==> config.mk <==
export PLATFORM = sky130hd
export DESIGN_NAME = dotmatrix_nav
export DESIGN_NICKNAME = d
export VERILOG_FILES = /design/src/rtl/dotmatrix_nav.sv
export SDC_FILE = /design/constraint.sdc
export NUM_CORES = 1
export LEC_CHECK = 0
export CORE_MARGIN = 2
export CORE_UTILIZATION = 51
export DETAILED_ROUTE_END_ITERATION = 10
export PLACE_DENSITY = 0.87
export REMOVE_ABC_BUFFERS = 1
export SYNTH_ARGS = -nofsm -noshare
export SYNTH_HDL_FRONTEND = slang
export SYNTH_SLANG_ARGS = --single-unit
==> constraint.sdc <==
create_clock -name clk -period 2.5 [get_ports clk]
set_input_delay 0.5 -clock clk [delete_from_list [all_inputs] [get_ports clk]]
set_output_delay 0.5 -clock clk [all_outputs]
set_load 0.01 [all_outputs]
==> src/rtl/dotmatrix_nav.sv <==
// rtl/dotmatrix_nav.sv - one-hot dot-matrix cursor with clamp/wrap edges and auto-repeat
module dotmatrix_nav #(
   parameter int ROWS         = 4,
   parameter int COLS         = 4,
   parameter int WRAP         = 0,
   parameter int REPEAT_DELAY = 8,
   parameter int REPEAT_RATE  = 4
) (
   input  logic                    clk,
   input  logic                    reset,
   input  logic                    power,
   input  logic                    up,
   input  logic                    down,
   input  logic                    left,
   input  logic                    right,
   output logic [ROWS*COLS-1:0]    y,
   output logic [$clog2(ROWS)-1:0] pos_row,
   output logic [$clog2(COLS)-1:0] pos_col,
   output logic                    moved
);

   localparam int RW      = $clog2(ROWS);
   localparam int CW      = $clog2(COLS);
   localparam int N       = ROWS * COLS;
   localparam int IW      = $clog2(N);
   localparam int CNT_MAX = (REPEAT_DELAY > REPEAT_RATE) ? REPEAT_DELAY : REPEAT_RATE;
   localparam int HW      = $clog2(CNT_MAX + 1);

   // Counter values at which the first and the later repeat steps fire.
   localparam logic [HW-1:0] DELAY_LAST = HW'((REPEAT_DELAY > 0) ? REPEAT_DELAY - 1 : 0);
   localparam logic [HW-1:0] RATE_LAST  = HW'(REPEAT_RATE - 1);
   localparam logic [RW-1:0] ROW_LAST   = RW'(ROWS - 1);
   localparam logic [CW-1:0] COL_LAST   = CW'(COLS - 1);
   localparam logic [N-1:0]  ONE_HOT0   = N'(1);

   logic [3:0]    d_cur;
   logic [3:0]    d_prev_q, d_prev_d;
   logic [HW-1:0] hold_q, hold_d;
   logic          rep_q, rep_d;
   logic [RW-1:0] row_q, row_d;
   logic [CW-1:0] col_q, col_d;
   logic [N-1:0]  y_q, y_d;
   logic          moved_q, moved_d;
   logic          press, held, fire, step;
   logic [IW-1:0] idx;

   assign d_cur = {up, down, left, right};

   // Press/repeat detection, next position with clamp or wrap, display and moved pulse.
   always_comb begin
      d_prev_d = d_cur;
      hold_d   = '0;
      rep_d    = 1'b0;
      row_d    = row_q;
      col_d    = col_q;

      press = power && (d_cur != 4'b0000) && (d_cur != d_prev_q);
      held  = power && (d_cur != 4'b0000) && (d_cur == d_prev_q);
      fire  = held && (REPEAT_DELAY > 0) &&
              (rep_q ? (hold_q == RATE_LAST) : (hold_q == DELAY_LAST));
      step  = press || fire;

      // rep_q marks that the initial delay has elapsed; the counter then
      // restarts at every step so later steps are spaced by the rate.
      if (press) begin
         hold_d = '0;
         rep_d  = 1'b0;
      end else if (fire) begin
         hold_d = '0;
         rep_d  = 1'b1;
      end else if (held) begin
         hold_d = (hold_q == {HW{1'b1}}) ? hold_q : hold_q + 1'b1;
         rep_d  = rep_q;
      end

      if (step) begin
         if (up && !down) begin
            if (row_q != '0)         row_d = row_q - 1'b1;
            else if (WRAP != 0)      row_d = ROW_LAST;
         end else if (down && !up) begin
            if (row_q != ROW_LAST)   row_d = row_q + 1'b1;
            else if (WRAP != 0)      row_d = '0;
         end
         if (left && !right) begin
            if (col_q != '0)         col_d = col_q - 1'b1;
            else if (WRAP != 0)      col_d = COL_LAST;
         end else if (right && !left) begin
            if (col_q != COL_LAST)   col_d = col_q + 1'b1;
            else if (WRAP != 0)      col_d = '0;
         end
      end

      idx     = IW'(row_d) * IW'(COLS) + IW'(col_d);
      y_d     = power ? (ONE_HOT0 << idx) : '0;
      moved_d = (row_d != row_q) || (col_d != col_q);
   end

   // State registers; reset wins over power and buttons.
   always_ff @(posedge clk) begin
      if (reset) begin
         d_prev_q <= '0;
         hold_q   <= '0;
         rep_q    <= 1'b0;
         row_q    <= '0;
         col_q    <= '0;
         y_q      <= '0;
         moved_q  <= 1'b0;
      end else begin
         d_prev_q <= d_prev_d;
         hold_q   <= hold_d;
         rep_q    <= rep_d;
         row_q    <= row_d;
         col_q    <= col_d;
         y_q      <= y_d;
         moved_q  <= moved_d;
      end
   end

   assign y       = y_q;
   assign pos_row = row_q;
   assign pos_col = col_q;
   assign moved   = moved_q;

endmodule

After elaboration in Yosys (flattened, before gate mapping)
Cells that the tools add are included.

operators by class
  add/subtract/negate cells = 6
  equality and inequality tests = 10
  shift operators = 1
  mux-type cells = 13
  bitwise gates (word level) = 2
  reduce and logical (&&, ||, !) cells = 20

operators with widths
  kind                                                 count
  2-to-1 mux 2 bit                                     10
  left shift 1 x 4 -> 16 bit, first input constant     1
  logical AND 1 bit                                    8
  adder 2 x 1 -> 2 bit, second input constant          2
  adder 4 x 1 -> 4 bit, second input constant          1
  adder 4 x 2 -> 4 bit                                 1
  equality test 4 x 2 -> 1 bit, second input constant  1
  equality test 4 x 3 -> 1 bit, second input constant  1
  equality test 4 bit                                  1
  equality test 4 bit, second input constant           1
  zero test 1 bit                                      4
  != test 2 bit                                        2
  != test 2 bit, second input constant                 2
  != test 4 bit                                        1
  nonzero test 2 bit                                   2
  nonzero test 4 bit                                   1
  OR reduction 2 bit                                   2
  OR reduction 4 bit                                   1
  subtractor 2 x 1 -> 2 bit, second input constant     2
  2-to-1 mux 1 bit                                     3
  logical OR 1 bit                                     2
  != test 2 x 1 -> 1 bit, second input constant        1
  inverter 1 bit                                       2

word-level totals
  register bits = 30
  input bits = 7
  output and inout port bits = 21
  word-level logic and storage cells = 59

Logic depth before layout (Yosys ltp)
Gate-level depths: netlist (run 1).

  depth in word-level cells = 8
  mapped depth = 7
  depth with buffers taken out = 6

Worst setup path before layout (run 1)
OpenSTA, ideal clock, no wires.

  kind = input to register
  start = input port up
  end = register row_q[1], in the netlist pos_row[1]
  setup time = 0.128 ns
  arrival time = 1.763 ns
  required time = 2.372 ns
  path slack = 0.609 ns
  stages on the path = 6
  path buffers = 2
  path through = buf_6 > o41ai_4 > o21bai_4 > buf_8 > mux2i_1 > nor2_1

between the ends
  cells in the longest elaborated chain, start to end = 6
  elaborated cells between the ends (all ways) = 14
  classes of those cells = eq/ne: 2; mux: 3; reduce/logical: 9

ends and longest elaborated chain
  what                  line    text
  start, declared       12      input logic up,
  nonzero test 4 bit    57, 58
  logical AND 1 bit     57, 58
  logical AND 1 bit     58      held = power && (d_cur != 4'b0000) && (d_cur == d_prev_q);
  logical AND 1 bit     59      fire = held && (REPEAT_DELAY > 0) &&
  logical OR 1 bit      61      step = press || fire;
  2-to-1 mux 2 bit *    76      if (step) begin
  end signal, assigned  112     row_q <= row_d;
  end, declared         40      logic [RW-1:0] row_q, row_d;

Every way passes the cells marked *; elsewhere a longest branch is shown, timed or not.
A chain may end at the register's enable or synchronous reset.

Worst setup path in the final report (run 1)
  start = input port down
  end = register y_q[6], in the netlist y[6]

between the ends
  cells in the longest elaborated chain, start to end = 8
  elaborated cells between the ends (all ways) = 17
  classes of those cells = add/sub: 1; eq/ne: 2; shift: 1; mux: 4; reduce/logical: 9

ends and longest elaborated chain
  what                          line    text
  start, declared               13      input logic down,
  nonzero test 4 bit            57, 58
  logical AND 1 bit             57, 58
  logical AND 1 bit             58
  logical AND 1 bit             59
  logical OR 1 bit              61
  2-to-1 mux 2 bit              76
  adder 4 x 2 -> 4 bit *        93      idx = IW'(row_d) * IW'(COLS) + IW'(col_d);
  left shift 1 x 4 -> 16 bit *  94      y_d = power ? (ONE_HOT0 << idx) : '0;
  end signal, assigned          114     y_q <= y_d;
  end, declared                 42      logic [N-1:0] y_q, y_d;

Marked as above.

==> run metrics, run 1 <==
PnR Total Power between 900 and 1000 uW; Yosys top cell by area dfxtp_1; final hold viol count 0; run status completed; RD Place Congestion ~0.91; Initial Util between 50% and 60%; initial antenna violation count 0; placed insts 216; Setup crit start kind primary input; top cells by area, synth dfxtp_1 41%, nor2_1 4.6%, o22ai_1 3.8%, nor2b_1 3.4%, o21ai_0 3.4%; Max Cap Viol 0; Iteration-0 DRC Markers 52; IO buf count 27; Residual DRC 0; Clock Latency Late Sink approximately 320 ps; Clock Sinks 30; flops & latches, synth 30; grt met3 use 7.589%; Area Growth Syn to Fin 24.49%; Post-synth EDFFs 0; cts repair resizes 0; Post-synth top cells 30 x dfxtp_1, 18 x nor2_1, 11 x nand2_1; Tmin final around 2200 ps; vias in the first global route approximately 1200; clock root cell clkbuf_4; Worst setup EP type flop; CP startpoint down; Placed Area 1747 sq um; GRT Util Overall between 20% and 30%; Avg Synthesized Cell Area between 9 and 10 sq um; Slew HR a little under three fifths; post-synth top area share around two fifths; grt ovf 0; Fin Clk Skew roughly 4 ps; ANT nets after route 0; CTS Buf Count 5; setup TNS after final layout 0 ps; hold_buf cts 0; ys async rst share 0%; Post-Synth Adder-Cell Area 0.8532%; Synth Area in Simple Gates 26.11%; vias per std cell 5.777; Synth warnings 0; # IOs 28; Final Setup Violations 0; die width approximately 58 um; Mapped Cells ~160; core box area about 2700 sq um; final wirelength 3.222 mm; Synth Area in XOR/XNOR roughly 3.6%; Layout Nets 200; clk buf depth 2; Cell variety after synth 45; global-route wire length before repair approximately 5.4 mm; Crit Reg-Reg Startpoint hold_q[0]$_SDFFE_PP0P_; Lkg Pwr 0.0006829 uW; TritonCTS clock tree done; post-CTS setup buffers 0; Synth Area in Compound Gates about a fifth; critical path data arrival time between 2000 and 2500 ps; Slew @ Worst Pin roughly 660 ps; main combinational cell family by area after synthesis simple AND/OR/NAND/NOR gates; DR pass1 iterations 4; critical path peak fanout 7; HP Class flop to flop; pin count of the biggest net entering global routing 18; fraction of layout cells with a size suffix above 1 10.88%; Inserted Diodes 0; Finished Core Util 66.77%; Reg clk slew, reported paths 90 ps; dpl hpwl around 2.4 mm; Setup CP Type primary input to flop; worst ir drop on vdd between 0.4 and 0.5 mV; fmax between 400 and 500 MHz; GRT met1 Usage about a quarter; Die H approximately 58 um; CP required ~2700 ps; worst hold start rep_q$_SDFFE_PP0P_; Main synth FF type dfxtp_1; Post-Syn Area 1466 sq um; Core Rows 19; Layout Cells excl Fill 224; pwr dens between 500 and 600 nW/um^2; busiest grt layer met2; CTS HTree Levels 2; Slew Viols, Final 0; full die area 3320 sq um; Final Cycle Share roughly 90%; met2 Use GR a little under two fifths; sequential-to-total area share from yosys stat between 40% and 50%; total number of vias ~1300; multiplexer share of the synthesized area ~2.7%; RSZ-0062 raised after global routing no; count leader, synth dfxtp_1; post-route cell area 1826 sq um; wire length per cell approximately 14 um
==> layout by cell type (no fill, tap or decap), types with 2 or more instances in the layout <==
cell type and count:
clkdlybuf4s50_1 27, clkbuf_4 5, and3_1 2, nand3_1 7, a211oi_1 2, nand2_1 11
buf_4 7, nor2_1 18, a31oi_1 2, clkbuf_8 3, o2bb2ai_1 4, a21oi_1 4
and2_1 2, mux2i_1 4, nor3b_1 2, o21ai_0 10, nor2b_1 8, o22ai_1 9
o21a_1 2, xnor2_1 5, or3_1 4, nor3_1 4, dfxtp_1 30
==> metrics by stage <==
stage	hold WS [ps]	setup slack, ps
3_5_place_dp	518.1	-19.38
5_1_grt	587.4	102.1
6_report	537.8	303.7
2_1_floorplan	496.2	634.2
3_3_place_gp	513.1	32.83
4_1_cts	536.5	308.9
==> layout make-up <==
cell class,count,area (sq um)
Clock buffer,8,78.83
Fill cell,221,908.4
Inverter,1,3.754
Multi-Input combinational cell,120,780.7
Sequential cell,30,600.6
Tap cell,31,38.79
Timing Repair Buffer,34,322.8
==> path summary, 6_finish.rpt <==
path	end	slack (ps)	cells after the start
setup / recovery	y[6]$_SDFF_PP0_	300	5
setup reg to reg	y[2]$_SDFF_PP0_	400	6
hold reg to reg	rep_q$_SDFFE_PP0P_	540	2
hold / removal	rep_q$_SDFFE_PP0P_	540	2
==> logic make-up after synthesis <==
group / Yosys count
flip-flops: 30
XOR/XNOR: 6
adder cells (fa/ha/maj): 1
AO/OA/AOI/OAI: 40
multiplexers: 4
AND/OR/NAND/NOR: 69
buffers and inverters: 12
==> per-layer routing <==
layer,wire length [um],vias up
li1,-,642
met4,21,0
met5,0,-
met2,1680,49
met3,195,2
met1,1326,601
==> where the power goes <==
| group | leakage [uW] | internal (uW) | total (uW) | switching [uW] |
|---|---|---|---|---|
| combinational | 0.000395 | 59.4 | 127 | 68.0 |
| clock | 0.0000446 | 192 | 355 | 163 |
| sequential | 0.000243 | 487 | 498 | 10.9 |
| total | 0.000683 | 739 | 981 | 242 |
==> state kept, by name, indices dropped and copies added (netlist names) <==
register	count
y	16
d_prev_q	4
hold_q	4
pos_col	2
pos_row	2
moved	1
rep_q	1
==> worst max-delay path, stage by stage <==
cell	delay, ps
clkdlybuf4s50_1	630
nor2_1	110
o31ai_1	600
nand4b_1	330
o22ai_1	270
(Power assumes the default switching activity.)
==> run 2: changes to the inputs <==
SKIP_LAST_GASP = 1   (was not set)
SLEW_MARGIN = 20   (was not set)
==> results of run 2 <==
No change in the layout: final DEF, timing and power equal those of run 1.
==> run 3: changes to the inputs <==
CORE_MARGIN = not set   (was 2)
CORE_UTILIZATION = 60   (was 51)
DONT_BUFFER_PORTS = 1   (was not set)
PLACE_DENSITY = 0.76   (was 0.87)
==> run metrics, run 3 (same netlist as run 1, synthesis figures left out) <==
run status completed; Initial Util between 60% and 70%; Max Cap Viol 0; Setup CP Type flop to flop; DR pass1 iterations 5; initial antenna violation count 0; pin count of the biggest net entering global routing 18; sequential group share of total power a little under three fifths; Worst setup EP type flop; vias in the first global route 1122; hold_ws between 200 and 250 ps; Die H 51.44 um; Largest register FFs 16; GRT Util Overall between 20% and 30%; cts repair resizes 0; HP Class primary input to flop; Layout Nets between 150 and 200; Final Setup Violations 0; Iteration-0 DRC Markers 55; Area Growth Syn to Fin 1.962%; Lkg Pwr between 0.0005 and 0.0006 uW; hold_buf cts 0; vias per std cell approximately 6.4; commonest non-fill, non-tap cell in the layout dfxtp_1; # IOs 28; grt ovf 0; Slew HR between 50% and 60%; total number of vias ~1200; CP startpoint pos_row[0]$_SDFF_PP0_; CP required between 2000 and 3000 ps; pwr dens 593.1 nW/um^2; Fin Clk Skew just over 8 ps; switching share of power 25.53%; dpl hpwl 2.258 mm; Crit Reg-Reg Startpoint pos_row[0]$_SDFF_PP0_; Clock Sinks 30; Comb pwr share roughly a tenth; Inserted Diodes 0; CP Cell Sequence nor2_1 > o31ai_1 > nand4bb_1 > o32ai_1; clock root cell clkbuf_4; Final Cycle Share 84.64%; clock power share between 30% and 40%; CTS HTree Levels 2; ANT nets after route 0; Slew @ Worst Pin just under 700 ps; commonest non-fill, non-tap cells in the layout 30 x dfxtp_1, 18 x nor2_1, 11 x nand2_1; RD Place Congestion 0.8395; post-CTS setup buffers 0; clk buf depth 2; final hold viol count 0; Reg clk slew, reported paths 90 ps; full die area 2646 sq um; fraction of layout cells with a size suffix above 1 under 10%; IO buf count 0; Slew Viols, Final 0; Max stage delay on crit path approximately 650 ps; final wirelength around 3.1 mm; RSZ-0062 raised after global routing no; Tmin final 2116 ps; core box area 2255 sq um; wire length per cell between 15 and 20 um; Core Rows 17; fillers slightly above 200; setup TNS after final layout 0 ps; global-route wire length before repair 5.181 mm; Clock Latency Late Sink 320 ps; switching pwr 226.4 uW; worst hold start reset; Setup crit start kind flop; TritonCTS clock tree done; CTS Buf Count 5; critical path data arrival time approximately 2300 ps; Residual DRC 0; design internal power 660.3 uW; die width about 51 um; fmax 472.6 MHz; critical path peak fanout 15; worst ir drop on vdd between 0.5 and 0.6 mV; CP max stage cell dfxtp_1
-- run 3: cell count changes in the layout (fill, tap and decap cells not counted), sizes merged --
| cell | delta |
|---|---|
| clkinv | +1 |
| clkdlybuf4s50 | -27 |
| clkbuf | -1 |
| buf | -5 |
-- run 3: per-layer routing --
metal | wire, um | global-route usage [%] | up-vias | part of all wire [%]
met3 | 270 | 7.440 | 7 | 8.8
met5 | 0 | 0 | - | 0
met4 | 54 | 13.06 | 0 | 1.8
li1 | - | - | 578 | -
met2 | 1468 | 42.42 | 66 | 48
met1 | 1272 | 33.88 | 552 | 41
-- run 3: final timing paths --
kind,slack [ps],depth (start not counted),end
worst min register to register,580,2,hold_q[1]$_SDFFE_PP0P_
worst max-delay path,380,4,y[13]$_SDFF_PP0_
worst max register to register,380,4,y[13]$_SDFF_PP0_
worst min-delay path,230,1,d_prev_q[1]$_SDFF_PP0_
-- run 3: final cells by class --
class | count | area [sq um] | area share (%)
Timing Repair Buffer | 2 | 15.01 | 1.004
Clock inverter | 1 | 5.005 | 0.3347
Multi-Input combinational cell | 120 | 780.7 | 52.22
Clock buffer | 7 | 55.05 | 3.682
Inverter | 1 | 3.754 | 0.2510
Tap cell | 28 | 35.03 | 2.343
Sequential cell | 30 | 600.6 | 40.17
-- run 3: per-stage QoR --
step                area (sq um)  total power, uW  utilization (%)  instances  worst slack, ps
detailed placement          1435            595.8            63.65        181            468.8
global route                1495            921.4            66.32        189            205.4
global placement            1435            591.6            63.65        181            529.0
floorplan                   1385            577.3                -        151            634.2
finish                      1495            886.7            66.32        189            384.1
CTS                         1495            888.8            66.32        189            424.0
-- run 3: critical path, delay by kind of cell (launching register included) --
family	cells	cell delay, ps
AND/OR/NAND/NOR	2	420
AO/OA/AOI/OAI	2	950
flip-flops	1	650
-- run 3: power by group through the flow --
stage               sequential [uW]  clock (uW)  combinational, uW
floorplan                       510           0               67.4
global route                    503         324               93.9
detailed placement              513           0               83.2
CTS                             502         304               83.5
global placement                512           0               79.9
finish                          502         301               84.4
